===== src/rtl/mult_arbiter_pkg.sv =====
// Shared multiplier definitions: FSM state encoding and datapath widths.
package mult_arbiter_pkg;

  localparam int unsigned OP_W   = 16;
  localparam int unsigned PROD_W = 32;

  typedef enum logic [1:0] {
    IDLE   = 2'd0,
    BUSY   = 2'd1,
    RESULT = 2'd2
  } state_e;

endpackage


===== src/rtl/mult_arbiter_if.sv =====
// Two-requester multiply bus: request/operand/grant per requester plus result.
interface mult_arbiter_if;
  import mult_arbiter_pkg::*;

  logic              req0;
  logic [OP_W-1:0]   a0;
  logic [OP_W-1:0]   b0;
  logic              gnt0;
  logic              req1;
  logic [OP_W-1:0]   a1;
  logic [OP_W-1:0]   b1;
  logic              gnt1;
  logic [PROD_W-1:0] p_out;
  logic              p_valid;
  logic              p_id;
  logic              busy;

  modport master (
    output req0, a0, b0, req1, a1, b1,
    input  gnt0, gnt1, p_out, p_valid, p_id, busy
  );

  modport slave (
    input  req0, a0, b0, req1, a1, b1,
    output gnt0, gnt1, p_out, p_valid, p_id, busy
  );

endinterface


===== src/rtl/mult_arbiter_multi16.sv =====
// Multi16: combinational 16x16 unsigned multiplier with full 32-bit product.
module mult_arbiter_multi16
  import mult_arbiter_pkg::*;
(
  input  logic [OP_W-1:0]   a,
  input  logic [OP_W-1:0]   b,
  output logic [PROD_W-1:0] p
);

  // Widen before multiplying so no product bits are lost.
  always_comb begin
    p = PROD_W'(a) * PROD_W'(b);
  end

endmodule


===== src/rtl/mult_arbiter.sv =====
// Two-requester arbiter sharing a single Multi16: IDLE -> BUSY -> RESULT.
module mult_arbiter
  import mult_arbiter_pkg::*;
#(
  parameter bit ROUND_ROBIN = 1'b1
) (
  input  logic          clk,
  input  logic          rst,
  mult_arbiter_if.slave bus
);

  state_e            state_q, state_d;
  logic              last_q, last_d;
  logic              id_q, id_d;
  logic              gnt0_q, gnt0_d;
  logic              gnt1_q, gnt1_d;
  logic              p_valid_q, p_valid_d;
  logic [OP_W-1:0]   op_a_q, op_a_d;
  logic [OP_W-1:0]   op_b_q, op_b_d;
  logic [PROD_W-1:0] p_out_q, p_out_d;
  logic [PROD_W-1:0] prod;
  logic              winner;

  // Single shared multiplier, fed only from the operand registers.
  mult_arbiter_multi16 u_multi16 (
    .a (op_a_q),
    .b (op_b_q),
    .p (prod)
  );

  // Pick the winner: a lone requester always wins; ties use the policy.
  always_comb begin
    winner = 1'b0;
    if (bus.req0 && bus.req1) begin
      winner = ROUND_ROBIN ? ~last_q : 1'b0;
    end else begin
      winner = bus.req1;
    end
  end

  // Next-state, capture and pulse generation.
  always_comb begin
    state_d   = state_q;
    last_d    = last_q;
    id_d      = id_q;
    op_a_d    = op_a_q;
    op_b_d    = op_b_q;
    p_out_d   = p_out_q;
    gnt0_d    = 1'b0;
    gnt1_d    = 1'b0;
    p_valid_d = 1'b0;
    unique case (state_q)
      IDLE: begin
        if (bus.req0 || bus.req1) begin
          state_d = BUSY;
          id_d    = winner;
          last_d  = winner;
          gnt0_d  = ~winner;
          gnt1_d  = winner;
          op_a_d  = winner ? bus.a1 : bus.a0;
          op_b_d  = winner ? bus.b1 : bus.b0;
        end
      end
      BUSY: begin
        state_d   = RESULT;
        p_out_d   = prod;
        p_valid_d = 1'b1;
      end
      RESULT: begin
        state_d = IDLE;
      end
      default: begin
        state_d = IDLE;
      end
    endcase
  end

  // State and datapath registers; reset wins over any pending request.
  always_ff @(posedge clk) begin
    if (rst) begin
      state_q   <= IDLE;
      last_q    <= 1'b1;
      id_q      <= 1'b0;
      gnt0_q    <= 1'b0;
      gnt1_q    <= 1'b0;
      p_valid_q <= 1'b0;
      op_a_q    <= '0;
      op_b_q    <= '0;
      p_out_q   <= '0;
    end else begin
      state_q   <= state_d;
      last_q    <= last_d;
      id_q      <= id_d;
      gnt0_q    <= gnt0_d;
      gnt1_q    <= gnt1_d;
      p_valid_q <= p_valid_d;
      op_a_q    <= op_a_d;
      op_b_q    <= op_b_d;
      p_out_q   <= p_out_d;
    end
  end

  assign bus.gnt0    = gnt0_q;
  assign bus.gnt1    = gnt1_q;
  assign bus.p_out   = p_out_q;
  assign bus.p_valid = p_valid_q;
  assign bus.p_id    = id_q;
  assign bus.busy    = (state_q != IDLE);

endmodule


===== src/flat_wrapper.sv =====
// flat-port wrapper written by rule: the top's interface ports become plain ports
module mult_arbiter_flat import mult_arbiter_pkg::*;
#(
  parameter bit ROUND_ROBIN = 1'b1
)
  (clk, rst, bus_req0, bus_a0, bus_b0, bus_req1, bus_a1, bus_b1, bus_gnt0, bus_gnt1, bus_p_out, bus_p_valid, bus_p_id, bus_busy);
  mult_arbiter_if bus_i ();
  input  logic clk;
  input  logic rst;
  input wire logic [$bits(bus_i.req0)-1:0] bus_req0;
  input wire logic [$bits(bus_i.a0)-1:0] bus_a0;
  input wire logic [$bits(bus_i.b0)-1:0] bus_b0;
  input wire logic [$bits(bus_i.req1)-1:0] bus_req1;
  input wire logic [$bits(bus_i.a1)-1:0] bus_a1;
  input wire logic [$bits(bus_i.b1)-1:0] bus_b1;
  output wire logic [$bits(bus_i.gnt0)-1:0] bus_gnt0;
  output wire logic [$bits(bus_i.gnt1)-1:0] bus_gnt1;
  output wire logic [$bits(bus_i.p_out)-1:0] bus_p_out;
  output wire logic [$bits(bus_i.p_valid)-1:0] bus_p_valid;
  output wire logic [$bits(bus_i.p_id)-1:0] bus_p_id;
  output wire logic [$bits(bus_i.busy)-1:0] bus_busy;
  assign bus_i.req0 = bus_req0;
  assign bus_i.a0 = bus_a0;
  assign bus_i.b0 = bus_b0;
  assign bus_i.req1 = bus_req1;
  assign bus_i.a1 = bus_a1;
  assign bus_i.b1 = bus_b1;
  assign bus_gnt0 = bus_i.gnt0;
  assign bus_gnt1 = bus_i.gnt1;
  assign bus_p_out = bus_i.p_out;
  assign bus_p_valid = bus_i.p_valid;
  assign bus_p_id = bus_i.p_id;
  assign bus_busy = bus_i.busy;
  mult_arbiter #(.ROUND_ROBIN(ROUND_ROBIN)) u_core (.clk(clk), .rst(rst), .bus(bus_i));
endmodule

===== config.mk =====
export PLATFORM = sky130hd
export DESIGN_NAME = mult_arbiter_flat
export DESIGN_NICKNAME = d
export VERILOG_FILES = /design/src/rtl/mult_arbiter_pkg.sv /design/src/rtl/mult_arbiter_if.sv /design/src/rtl/mult_arbiter_multi16.sv /design/src/rtl/mult_arbiter.sv /design/src/flat_wrapper.sv
export SDC_FILE = /design/constraint.sdc
export NUM_CORES = 1
export LEC_CHECK = 0
export ABC_CLOCK_PERIOD_IN_PS = 5570
export CORE_MARGIN = 2
export CORE_UTILIZATION = 39
export CTS_CLUSTER_DIAMETER = 200
export DETAILED_ROUTE_END_ITERATION = 12
export PLACE_DENSITY = 0.58
export SYNTH_ARGS = -nofsm -noshare
export SYNTH_HDL_FRONTEND = slang
export SYNTH_HIERARCHICAL = 1
export SYNTH_SLANG_ARGS = --single-unit

===== constraint.sdc =====
create_clock -name clk -period 5.57 [get_ports clk]
set_input_delay 1.114 -clock clk [delete_from_list [all_inputs] [get_ports clk]]
set_output_delay 1.114 -clock clk [all_outputs]
set_load 0.1 [all_outputs]

==> Word-level counts from Yosys, hierarchy flattened <==
Index checks and enable logic that the tools add are counted.
{ "totals": {"regBits": 71, "latchBits": 0, "ramBits": 0, "romBits": 0, "mem_count": 0} }
{ "op_classes": {"n_addsub": 0, "n_mul": 1, "div_mod_pow": 0, "n_lt_le_gt_ge": 0, "n_eq_ne": 2, "shift": 0, "muxes": 6, "bitwise_logic": 4, "n_reduce_logical": 6} }
{ "op_table": {"columns": ["op", "n"], "rows": [
  ["multiplier 16 x 16 -> 32 bit", 1],
  ["2-to-1 mux 16 bit", 2],
  ["inverter 1 bit", 4],
  ["case mux 2 bit (2 select lines)", 1],
  ["OR reduction 3 bit", 1],
  ["== test 2 x 1 -> 1 bit, second input constant", 1],
  ["zero test 2 bit", 1],
  ["2-to-1 mux 1 bit", 2],
  ["2-to-1 mux 2 bit", 1],
  ["!= test 2 x 1 -> 1 bit, second input constant", 1],
  ["AND reduction 2 bit", 1],
  ["nonzero test 2 bit", 1],
  ["logical AND 1 bit", 1],
  ["logical OR 1 bit", 1]
]} }

==> Depth between registers and ports, before layout <==
Gate-level depths: netlist of the first run.
{ "logic_depth": {"depth_word": 3, "mapped_depth": 24, "mapped_depth_nobuf": 22} }

==> By module <==
The synthesis of the first run kept the hierarchy.
{ "modules_own_cells": {"columns": ["module", "instances", "cells_per_inst", "area_each_um2", "seq_area_each_um2"], "rows": [
  ["mult_arbiter_multi16", 1, 992, 8536.9, 0.0],
  ["mult_arbiter", 1, 349, 3054.2, 1421.4]
]} }

==> Least setup slack after synthesis of the first run <==
No wires, ideal clock.
{ "synth_path": {"path_type": "flip-flop to flip-flop", "from": "register u_core.op_b_q[7]", "to": "register u_core.p_out_q[25], in the netlist u_core/bus.p_out[25]", "t_arrival_ns": 5.814, "required_time_ns": 5.500, "path_slack_ns": -0.314, "path_stages_with_launch": 23, "cell_sequence": "dfxtp_1 clkbuf_1 nand2_1 fa_1 inv_1 fa_1 inv_1 fa_1 inv_1 fa_1 fa_1 inv_1 fa_1 inv_1 ha_1 nand2_1 or3_1 a41oi_4 nor2b_2 or4_1 nand3_1 nand2_1 a21oi_1"} }
{ "synth_via": {"elab_chain_cells": 1} }
{ "synth_lines": {"columns": ["element", "line", "text"], "rows": [
  ["from (decl)", "mult_arbiter.sv:19", "logic [OP_W-1:0] op_b_q, op_b_d;"],
  ["from (signal assigned)", "mult_arbiter.sv:98", "op_b_q <= op_b_d;"],
  ["multiplier 16 x 16 -> 32 bit", "mult_arbiter_multi16.sv:12", "p = PROD_W'(a) * PROD_W'(b);"],
  ["net u_core.prod[25]", "mult_arbiter.sv:21", "logic [PROD_W-1:0] prod;"],
  ["to (signal assigned)", "mult_arbiter.sv:99", "p_out_q <= p_out_d;"],
  ["to (decl)", "mult_arbiter.sv:20", "logic [PROD_W-1:0] p_out_q, p_out_d;"]
]} }
The timed path passes the listed nets, and every way through them passes these cells.
A chain may end at the register's enable or synchronous reset.

==> Worst setup path after layout of the first run <==
{ "layout_path": {"from": "register u_core.op_a_q[7]", "to": "register u_core.p_out_q[25], in the netlist u_core/bus.p_out[25]"} }
{ "layout_via": {"elab_chain_cells": 1} }
{ "layout_lines": {"columns": ["element", "line", "text"], "rows": [
  ["from (decl)", "mult_arbiter.sv:18", "logic [OP_W-1:0] op_a_q, op_a_d;"],
  ["from (signal assigned)", "mult_arbiter.sv:97", "op_a_q <= op_a_d;"],
  ["multiplier 16 x 16 -> 32 bit", "mult_arbiter_multi16.sv:12", null],
  ["net u_core.prod[25]", "mult_arbiter.sv:21", null]
]} }
The timed path passes the listed nets, and every way through them passes these cells.

==> metrics.log, run 1 <==
INFO  metric critPathSlowestCell = fa_2
INFO  metric detailedRoute.firstIterationViolations = 524
INFO  metric ys_async_sr_fraction = 0%
INFO  metric post_synth_num_cell_types = 53
INFO  metric detail_route.vias_per_cell = 4.92
INFO  metric core_region_area = 29500 um2
INFO  metric design.final.nets = 1936
INFO  metric timing.final.hold_violations = 0
INFO  metric endpoint_kind = flip-flop
INFO  metric grt_antenna_before_repair = 1
INFO  metric detail-route-antenna-nets = 0
INFO  metric grt_remaining_overflow = 0
INFO  metric run_status = finished with violations
INFO  metric synth_simple_gate_area_share = 18.9%
INFO  metric setup.worst_path.start_class = flip-flop
INFO  metric synth_top_cell_by_area = fa_1
INFO  metric timing.critical_path.mode_cell = fa_1
INFO  metric most_common_cell_after_layout_fill_and_taps_aside = nand2_1
INFO  metric rows = 63
INFO  metric whs = 0.454 ns
INFO  metric min_period_over_period = 103%
INFO  metric hold-path-cell-count = 2
INFO  metric r2r.worst_path.cells = 21
INFO  metric finalWorstPathRequiredPeriod = 5.73 ns
INFO  metric area_growth_syn_to_layout = 30.3%
INFO  metric holdCritPathClass = reg2reg
INFO  metric combinational_family_with_the_most_area_after_synthesis = adder cells
INFO  metric synth.mux.area_fraction = 0%
INFO  metric place.gp.congestion = 0.889
INFO  metric synth_edf_count = 0
INFO  metric track_usage = 23.4%
INFO  metric synthesis.area = 11600 um2
INFO  metric route.detailed.wl_per_inst = 17.9 um
INFO  metric synth.yosys.warnings = 6
INFO  metric tritoncts_clock_tree = yes
INFO  metric synth-adder-area-share = 44.7%
INFO  metric grt_setup_unrepaired = yes
INFO  metric worst_skew_pair.late_latency = 0.35 ns
INFO  metric layout-drive-gt1-share = 22.3%
INFO  metric worstPathRequired = 5.85 ns
INFO  metric worstPathMaxFanout = 6
INFO  metric die_w = 176 um
INFO  metric grt_start_max_net_pins = 38
INFO  metric htreeDepth = 3
INFO  metric grt_first_pass_wirelength = 56000 um
INFO  metric synth_area_leaders = fa_1 34%, dfxtp_1 12%, ha_1 11%
INFO  metric cts_buffer_depth = 2
INFO  metric cts.hold.buffers_added = 0
INFO  metric placedInstanceArea = 14100 um2
INFO  metric fmax = 0.175 GHz
INFO  metric setup_violations = 13
INFO  metric worst_path_largest_cell_delay = 0.53 ns
INFO  metric post-dp-hpwl = 27900 um
INFO  metric first_pass_iters = 5
INFO  metric timing.max_cap.violations = 0
INFO  metric yosysSeqAreaShare = 12.3%
INFO  metric starting_density = 39.3%
INFO  metric synth_compound_area_share = 11.6%
INFO  metric remaining_drc_errors = 0
INFO  metric layout.cells.non_filler = 1966
INFO  metric regArea = 1480 um2
INFO  metric synth_seq_cells = 71
INFO  metric relSlewSlack = 23.2%
INFO  metric timing.critical_path.arrival = 6.01 ns
INFO  metric worstPathCellList = buf_12, and2_1, fa_1, inv_1, fa_2, fa_1, inv_2, fa_2, fa_1, inv_1, fa_1, inv_2, ha_4, nand2_4, or3_4, a41oi_4, nor2b_2, or4_1, nand3_2, nand2_2, a21oi_2
INFO  metric dp_cells = 1917
INFO  metric timing_worst_slew_pin_value = 1.15 ns
INFO  metric vdd_drop_max = 0.224 mV
INFO  metric ios = 105
INFO  metric number_of_global_route_vias_before_repair = 10.2k
INFO  metric setup_clock_skew_after_layout = 0.00481 ns
INFO  metric post-route-worst-setup-slack = -0.160 ns
INFO  metric cts_buffers = 9
INFO  metric postSynthCellCount = 1341
INFO  metric route.final.wire_length = 35200 um
INFO  metric die_area = 31100 um2
INFO  metric cts_root_buffer = clkbuf_16
INFO  metric syn_nets = 1707
INFO  metric worst_setup_hold_path_clk_slew = 0.06 ns
INFO  metric synth_ff_type = dfxtp_1
INFO  metric violations = negative setup slack
INFO  metric vias = 9664
INFO  metric placement.io_buffers = 104
INFO  metric die_h = 176 um
INFO  metric layout_common_cells = 281 x nand2_1, 211 x inv_1, 185 x fa_1
INFO  metric multi_input_gate_area_in_the_final_layout = 9350 um2
INFO  metric leakage = 0.00707 uW
INFO  metric nFillCells = 2805
INFO  metric cts_num_sinks = 71
INFO  metric synth_top_area_share = 33.5%
INFO  metric synth-xor-area-share = 2.04%
INFO  metric power.density = 317 nW/um2
INFO  metric slew_violations = 0
INFO  metric stdcell_area = 15100 um2
INFO  metric crit_type = reg2reg
INFO  metric detailedPlace.worstSlack = -0.544 ns
INFO  metric synthesis.area_per_instance = 8.64 um2
## layout make-up
type | count | share of cell area [%]
Inverter | 227 | 5.64
Multi-Input combinational cell | 974 | 61.9
Clock inverter | 5 | 0.423
Sequential cell | 71 | 9.81
Antenna cell | 1 | 0.0166
Clock buffer | 11 | 1.67
Timing Repair Buffer | 287 | 17.3
Tap cell | 390 | 3.23
## registers in the layout (all words and copies together) (netlist names)
| name | cells |
|---|---|
| u_core/bus.gnt0 | 1 |
| u_core/bus.gnt1 | 1 |
| u_core/bus.p_id | 1 |
| u_core/bus.p_out | 32 |
| u_core/bus.p_valid | 1 |
| u_core/last_q | 1 |
| u_core/op_a_q | 16 |
| u_core/op_b_q | 16 |
| u_core/state_q | 2 |
## layer usage
metal	wire length, um	up-vias	global-route usage (%)	part of all wire (%)
li1	-	4612	-	-
met1	16600	4794	33.3	47
met2	16200	228	37.2	46
met3	1920	30	4.41	5.5
met4	463	0	4.61	1.3
met5	0	-	0	0
## Yosys cell counts, drive strengths merged, types with 2 or more instances
| cell type | count |
|---|---|
| a211oi | 3 |
| a21bo | 2 |
| a21boi | 2 |
| a21o | 4 |
| a21oi | 96 |
| a311oi | 32 |
| a31oi | 4 |
| and2 | 126 |
| and3 | 4 |
| buf | 26 |
| clkbuf | 43 |
| dfxtp | 71 |
| fa | 194 |
| ha | 104 |
| inv | 227 |
| nand2 | 287 |
| nand2b | 2 |
| nand3 | 7 |
| nand3b | 2 |
| nand4 | 7 |
| nor2 | 19 |
| nor2b | 5 |
| nor3 | 4 |
| o211ai | 6 |
| o21a | 6 |
| o21ai | 18 |
| or2 | 2 |
| or3 | 2 |
| xnor2 | 18 |
| xor2 | 9 |
## cells by family (layout without fill, tap and decap cells)
| group | Yosys count | count (layout) |
|---|---|---|
| AO/OA/AOI/OAI | 180 | 180 |
| XOR/XNOR | 27 | 27 |
| adder cells (fa/ha/maj) | 298 | 298 |
| buffers and inverters | 296 | 530 |
| flip-flops | 71 | 71 |
| other | 0 | 1 |
| AND/OR/NAND/NOR | 469 | 469 |
## per-stage QoR
step / total power (uW) / setup TNS [ns] / utilization, %
2_1_floorplan: 2510 / 0 / -
3_3_place_gp: 3630 / -5.25 / 47.7
3_5_place_dp: 3620 / -5.90 / 47.7
4_1_cts: 4560 / -2.85 / 50.1
5_1_grt: 5170 / -4.21 / 51.2
6_report: 4790 / -1.26 / 51.2
## report_power, final
group	switching [uW]	internal [uW]	leakage, uW
Clock	249	375	0.000152
Combinational	1940	1550	0.00632
Sequential	97.7	584	0.000594
Total	2280	2510	0.00707
## timing repair
item	CTS	global route
endpoints found under the setup margin	18	19
pin swaps	40	56
resized for setup	66	79
setup buffers	19	15
cloned	0	1
## worst max-delay path, delay by kind of cell (launching register included)
kind	cells	cell delay, ns
adders and majority gates	7	3.18
and+or+nand+nor	7	1.29
AOI/OAI and AO/OA	2	0.41
DFF	1	0.39
buffers and inverters	5	0.38
## path summary, 6_finish.rpt
kind                                        endpoint  slack [ns]                  from
worst max-delay path            u_core/bus.p_out[25]       -0.16      u_core/op_a_q[7]
worst min-delay path            u_core/bus.p_out[13]        0.45  u_core/bus.p_out[13]
worst max register to register  u_core/bus.p_out[25]       -0.16      u_core/op_a_q[7]
worst min register to register  u_core/bus.p_out[13]        0.45  u_core/bus.p_out[13]
Power figures use the tool's default switching activity.
==> run 2, diff against run 1 <==
--- a/config.mk
+++ b/config.mk
@@ -10,7 +10,7 @@
 export CORE_UTILIZATION = 39
 export CTS_CLUSTER_DIAMETER = 200
 export DETAILED_ROUTE_END_ITERATION = 12
-export PLACE_DENSITY = 0.58
+export PLACE_DENSITY_LB_ADDON = 0.12
 export SYNTH_ARGS = -nofsm -noshare
 export SYNTH_HDL_FRONTEND = slang
 export SYNTH_HIERARCHICAL = 1
==> run 2 against run 1 <==
  * The flow still finishes with violations (negative setup slack)
  * Final cell count decreased by 0.66%
  * Worst setup slack gained 0.027 ns
  * Die area unchanged
  * Final area down 0.51%
  * Flip-flop and latch count did not move
  * First-iteration DRC count is the same
  * Sequential power hardly changed
  * Combinational power up 3%
  * Utilization is 0.26 points lower
  * Clock skew increased by 0.0039 ns
  * Via count rose by 0.11%
  * Count of clock-buffer cells in the layout fell by 1
  * Highest routed layer unchanged
==> metrics.log, run 2 (synthesis gave the netlist of run 1 again) <==
INFO  metric run_status = finished with violations
INFO  metric violations = negative setup slack
INFO  metric family_with_the_most_delay_on_the_worst_path = adder cells
INFO  metric timing.final.hold_violations = 0
INFO  metric worst_skew_pair.late_latency = 0.35 ns
INFO  metric grt_remaining_overflow = 0
INFO  metric die_w = 176 um
INFO  metric grt_start_max_net_pins = 38
INFO  metric worst_path_largest_cell_delay = 0.55 ns
INFO  metric holdCritPathClass = reg2reg
INFO  metric worst_r2r_endpoint = u_core/bus.p_out[26]
INFO  metric setup.worst_path.start_class = flip-flop
INFO  metric stdcell_area = 15000 um2
INFO  metric vdd_drop_max = 0.268 mV
INFO  metric setup_violations = 12
INFO  metric rows = 63
INFO  metric layout-drive-gt1-share = 21.4%
INFO  metric route.final.wire_length = 36700 um
INFO  metric min_period_over_period = 102%
INFO  metric die_h = 176 um
INFO  metric critPathCapture = u_core/bus.p_out[26]
INFO  metric hold-path-cell-count = 2
INFO  metric critical_path_depth = 23
INFO  metric largest_reg_flops = 32
INFO  metric dp_cells = 1919
INFO  metric design.final.nets = 1924
INFO  metric ff2ff_setup_slack = -0.13 ns
INFO  metric post-dp-hpwl = 29500 um
INFO  metric endpoint_kind = flip-flop
INFO  metric placement.io_buffers = 104
INFO  metric worstPathCellList = buf_6, buf_4, and2_4, fa_1, inv_1, fa_2, inv_2, fa_1, fa_2, fa_1, inv_2, fa_1, inv_2, ha_4, buf_6, nand4_1, or3_1, o211ai_1, buf_4, buf_4, xor2_2, nand2_1, a21oi_2
INFO  metric cp.buffers_inverters = 9
INFO  metric launch_point_of_the_critical_path = u_core/op_a_q[10]
INFO  metric critPathSlowestCell = fa_1
INFO  metric leakage = 0.00702 uW
INFO  metric track_usage = 24.4%
INFO  metric timing.critical_path.mode_cell = fa_1
INFO  metric area_growth_syn_to_layout = 29.6%
INFO  metric grt_antenna_before_repair = 1
INFO  metric layout_common_cells = 282 x nand2_1, 211 x inv_1, 186 x fa_1
INFO  metric most_common_cell_after_layout_fill_and_taps_aside = nand2_1
INFO  metric timing.max_cap.violations = 0
INFO  metric detailedRoute.firstIterationViolations = 524
INFO  metric placedInstanceArea = 14100 um2
INFO  metric number_of_global_route_vias_before_repair = 10.2k
INFO  metric fmax = 0.175 GHz
INFO  metric detail_route.vias_per_cell = 4.95
INFO  metric ios = 105
INFO  metric crit_type = reg2reg
INFO  metric cts_buffer_depth = 2
INFO  metric route.detailed.wl_per_inst = 18.8 um
INFO  metric cts_num_sinks = 71
INFO  metric tritoncts_clock_tree = yes
INFO  metric r2r.worst_path.cells = 23
INFO  metric layout.cells.non_filler = 1953
INFO  metric grt_setup_unrepaired = yes
INFO  metric cts_root_buffer = clkbuf_16
INFO  metric num_antenna_cells = 0
INFO  metric core_region_area = 29500 um2
INFO  metric setup_clock_skew_after_layout = 0.00867 ns
INFO  metric worstPathRequired = 5.86 ns
INFO  metric timing_worst_slew_pin_value = 1.08 ns
INFO  metric cts.hold.buffers_added = 0
INFO  metric power.density = 324 nW/um2
INFO  metric first_pass_iters = 5
INFO  metric remaining_drc_errors = 0
INFO  metric starting_density = 39.3%
INFO  metric timing.critical_path.arrival = 5.99 ns
INFO  metric vias = 9675
INFO  metric relSlewSlack = 27.6%
INFO  metric htreeDepth = 3
INFO  metric finalWorstPathRequiredPeriod = 5.70 ns
INFO  metric cts_buffers = 9
INFO  metric worstPathMaxFanout = 4
INFO  metric place.gp.congestion = 0.883
INFO  metric report.power.total = 4870 uW
INFO  metric final_core_utilization = 51.0%
INFO  metric slew_violations = 0
INFO  metric grt_first_pass_wirelength = 57800 um
INFO  metric worst_setup_hold_path_clk_slew = 0.07 ns
INFO  metric die_area = 31100 um2
INFO  metric worstReg2RegStart = u_core/op_a_q[10]
INFO  metric post-route-worst-setup-slack = -0.132 ns
INFO  metric detail-route-antenna-nets = 0
-- run 2: layout make-up --
cell class,instances,area (um2)
inverter,227,852
tap,390,488
fill,2870,14500
multi-input combinational,974,9400
sequential,71,1480
timing repair buffer,275,2520
clock inverter,6,52.6
clock buffer,10,239
-- run 2: worst min path at each step --
stage | start | endpoint | slack [ns]
6_report | u_core/bus.p_out[3] | u_core/bus.p_out[3] | 0.46
5_1_grt | u_core/bus.p_out[7] | u_core/bus.p_out[7] | 0.48
4_1_cts | u_core/bus.p_out[6] | u_core/bus.p_out[6] | 0.46
3_5_place_dp | u_core/bus.p_out[6] | u_core/bus.p_out[6] | 0.45
3_3_place_gp | u_core/bus.p_out[8] | u_core/bus.p_out[8] | 0.44
2_1_floorplan | u_core/op_a_q[0] | u_core/op_a_q[0] | 0.54
-- run 2: worst reg2reg max path, cell delays in order, from the launching register on --
cell	delay, ns
dfxtp_4	0.37
buf_6	0.12
buf_4	0.12
and2_4	0.15
fa_1	0.48
inv_1	0.05
fa_2	0.52
inv_2	0.04
fa_1	0.55
fa_2	0.44
fa_1	0.51
inv_2	0.04
fa_1	0.51
inv_2	0.06
ha_4	0.27
buf_6	0.10
nand4_1	0.11
or3_1	0.33
o211ai_1	0.19
buf_4	0.17
buf_4	0.12
xor2_2	0.16
nand2_1	0.09
a21oi_2	0.12
-- run 2: power by group --
group	internal, uW	switching (uW)
combinational	1590	2010
sequential	583	99.2
clock	321	267
total	2490	2380
-- run 2: metal layers --
layer	global-route usage [%]	vias up	wire length (um)
met3	3.06	40	1370
met2	41.0	209	17900
met4	5.41	0	769
met5	0	-	0
met1	33.6	4835	16700
li1	-	4591	-
-- run 2: stage by stage --
stage	hold WS (ns)	setup TNS [ns]	setup WS (ns)
2_1_floorplan	0.536	0	0.0120
3_3_place_gp	0.444	-4.08	-0.358
3_5_place_dp	0.446	-4.99	-0.451
4_1_cts	0.455	-0.986	-0.136
5_1_grt	0.478	-3.95	-0.387
6_report	0.457	-0.805	-0.132
-- run 2: what timing repair did --
action | CTS | global route
pin swaps | 29 | 48
buffers inserted | 11 | 9
setup endpoints to repair | 19 | 20
resized for setup | 64 | 73
==> run 3, diff against run 2 <==
--- a/config.mk
+++ b/config.mk
@@ -10,7 +10,8 @@
 export CORE_UTILIZATION = 39
 export CTS_CLUSTER_DIAMETER = 200
 export DETAILED_ROUTE_END_ITERATION = 12
-export PLACE_DENSITY_LB_ADDON = 0.12
+export PLACE_DENSITY = 0.72
+export SETUP_SLACK_MARGIN = 0.1
 export SYNTH_ARGS = -nofsm -noshare
 export SYNTH_HDL_FRONTEND = slang
 export SYNTH_HIERARCHICAL = 1
==> run 3 against run 2 <==
  * The flow still finishes with violations (negative setup slack)
  * Sequential power grew 1%
  * Wire length down 7.2%
  * Count of clock-buffer cells in the layout up 1
  * Critical endpoint is now u_core/bus.p_out[29]
  * Highest routed layer unchanged
  * Power decreased by 2.9%
  * Die area is the same
  * Critical path depth decreased by 1
  * Final area is 1.4% lower
  * Non-clock buffer count fell by 15
  * Largest cell class unchanged
  * Clock skew grew 0.0021 ns
  * Utilization down 0.70 points
==> metrics.log, run 3 (synthesis gave the netlist of run 1 again) <==
INFO  metric area_growth_syn_to_layout = 27.8%
INFO  metric largest_reg_flops = 32
INFO  metric layout-drive-gt1-share = 20.1%
INFO  metric cts_root_buffer = clkbuf_16
INFO  metric cts_buffer_depth = 2
INFO  metric power.density = 319 nW/um2
INFO  metric place.gp.congestion = 0.954
INFO  metric relSlewSlack = 31.4%
INFO  metric leakage = 0.00692 uW
INFO  metric min_period_over_period = 103%
INFO  metric starting_density = 39.3%
INFO  metric fmax = 0.175 GHz
INFO  metric setup_violations = 11
INFO  metric detailedRoute.firstIterationViolations = 683
INFO  metric route.final.wire_length = 34100 um
INFO  metric number_of_global_route_vias_before_repair = 10.6k
INFO  metric die_h = 176 um
INFO  metric internal_power_consumption = 2470 uW
INFO  metric grt_setup_unrepaired = yes
INFO  metric grt_start_max_net_pins = 41
INFO  metric stdcell_area = 14800 um2
INFO  metric layout_common_cells = 284 x nand2_1, 215 x inv_1, 183 x fa_1
INFO  metric cts_buffers = 9
INFO  metric holdCritPathClass = reg2reg
INFO  metric route.detailed.wl_per_inst = 17.6 um
INFO  metric timing.critical_path.arrival = 6.00 ns
INFO  metric timing.hold.worst.start = u_core/bus.p_out[11]
INFO  metric combinational_power_share = 72.0%
INFO  metric setup.worst_path.start_class = flip-flop
INFO  metric setup_clock_skew_after_layout = 0.0108 ns
INFO  metric total_switching_power = 2250 uW
INFO  metric placement.io_buffers = 104
INFO  metric detail_route.vias_per_cell = 5.09
INFO  metric track_usage = 22.5%
INFO  metric run_status = finished with violations
INFO  metric slew_violations = 0
INFO  metric die_area = 31100 um2
INFO  metric timing.max_cap.violations = 0
INFO  metric htreeDepth = 3
INFO  metric tritoncts_clock_tree = yes
INFO  metric whs = 0.454 ns
INFO  metric grt_first_pass_wirelength = 54800 um
INFO  metric crit_type = reg2reg
INFO  metric worst_skew_pair.late_latency = 0.35 ns
INFO  metric launch_point_of_the_critical_path = u_core/op_a_q[10]
INFO  metric post-dp-hpwl = 27100 um
INFO  metric grt_antenna_before_repair = 0
INFO  metric vias = 9868
INFO  metric rows = 63
INFO  metric remaining_drc_errors = 0
INFO  metric report.power.total = 4730 uW
INFO  metric first_pass_iters = 5
INFO  metric worstReg2RegStart = u_core/op_a_q[10]
INFO  metric worst_setup_hold_path_clk_slew = 0.06 ns
INFO  metric worstPathMaxFanout = 6
INFO  metric ios = 105
INFO  metric detail-route-antenna-nets = 0
INFO  metric design.final.nets = 1909
INFO  metric power_switching_share = 47.7%
INFO  metric cts_num_sinks = 71
INFO  metric timing.final.hold_violations = 0
INFO  metric num_antenna_cells = 0
INFO  metric worstPathRequired = 5.84 ns
INFO  metric most_common_cell_after_layout_fill_and_taps_aside = nand2_1
INFO  metric vdd_drop_max = 0.271 mV
INFO  metric fin_setup_tns = -0.759 ns
INFO  metric grt_remaining_overflow = 0
INFO  metric post-route-worst-setup-slack = -0.152 ns
INFO  metric timing_worst_slew_pin_value = 1.03 ns
INFO  metric die_w = 176 um
INFO  metric endpoint_kind = flip-flop
INFO  metric seqPwrFrac = 14.6%
INFO  metric clock_power_share = 13.4%
INFO  metric nFillCells = 2702
INFO  metric core_region_area = 29500 um2
INFO  metric placedInstanceArea = 13900 um2
INFO  metric finalWorstPathRequiredPeriod = 5.72 ns
INFO  metric violations = negative setup slack
[run 3: changes by cell type in the layout (fill, tap and decap cells not counted), sizes merged]
cell and change:
buf -15, inv -2, bufinv +1, clkbuf +1
[run 3: worst paths after layout]
kind | to | slack [ns] | depth (start not counted)
worst max-delay path | u_core/bus.p_out[29] | -0.15 | 22
worst min-delay path | u_core/bus.p_out[11] | 0.45 | 2
worst max register to register | u_core/bus.p_out[29] | -0.15 | 22
worst min register to register | u_core/bus.p_out[11] | 0.45 | 2
[run 3: what timing repair did]
item | CTS | global route
pin swaps | 15 | 51
resized for setup | 52 | 74
setup buffers | 8 | 19
setup endpoints to repair | 18 | 19
hold buffers | 0 | 0
[run 3: per-stage QoR]
stage	worst slack (ns)	cells	util, %
after global placement	-0.426	1897	47.1
final	-0.152	1938	50.3
after floorplan	0.0554	1341	-
after CTS	-0.119	1921	48.9
after detailed placement	-0.461	1897	47.1
after global routing	-0.345	1938	50.3
[run 3: area by class of cell]
| cell class | count | area (um2) | area share (%) |
|---|---|---|---|
| clock buffers | 11 | 264 | 1.78 |
| clock inverters | 5 | 62.6 | 0.422 |
| inverters | 227 | 852 | 5.75 |
| multi-input cells | 974 | 9310 | 62.8 |
| flip-flops and latches | 71 | 1490 | 10.1 |
| well taps | 390 | 488 | 3.29 |
| repair buffers | 260 | 2350 | 15.9 |
[run 3: routing by layer]
layer  routed length (um)  part of all wire (%)  track usage, %  up-vias
li1                     -                     -               -     4561
met1                14700                    43            29.8     4888
met2                16300                    48            37.5      347
met3                 2230                   6.5            4.50       72
met4                  898                   2.6            6.58        0
met5                    0                     0               0        -
[run 3: power groups by stage]
| stage | clock (uW) | sequential [uW] | combinational (uW) |
|---|---|---|---|
| final | 631 | 692 | 3400 |
| after global routing | 655 | 701 | 3700 |
| after CTS | 638 | 690 | 3080 |
| after detailed placement | 0 | 698 | 2930 |
| after global placement | 0 | 697 | 2910 |
| after floorplan | 0 | 934 | 1620 |
[run 3: worst max-delay path, stage by stage (launching register included)]
cell and delay [ns]:
dfxtp_4 0.39, buf_6 0.15, and2_4 0.13, fa_1 0.49, inv_2 0.04, fa_1 0.46
fa_1 0.52, inv_2 0.04, fa_1 0.51, fa_1 0.53, inv_2 0.06, fa_1 0.50
inv_2 0.05, ha_4 0.28, nand2_4 0.06, or3_4 0.35, a41oi_4 0.25, a21oi_2 0.09
buf_4 0.16, o211ai_1 0.20, xor2_1 0.19, nand2_1 0.07, a21oi_1 0.13
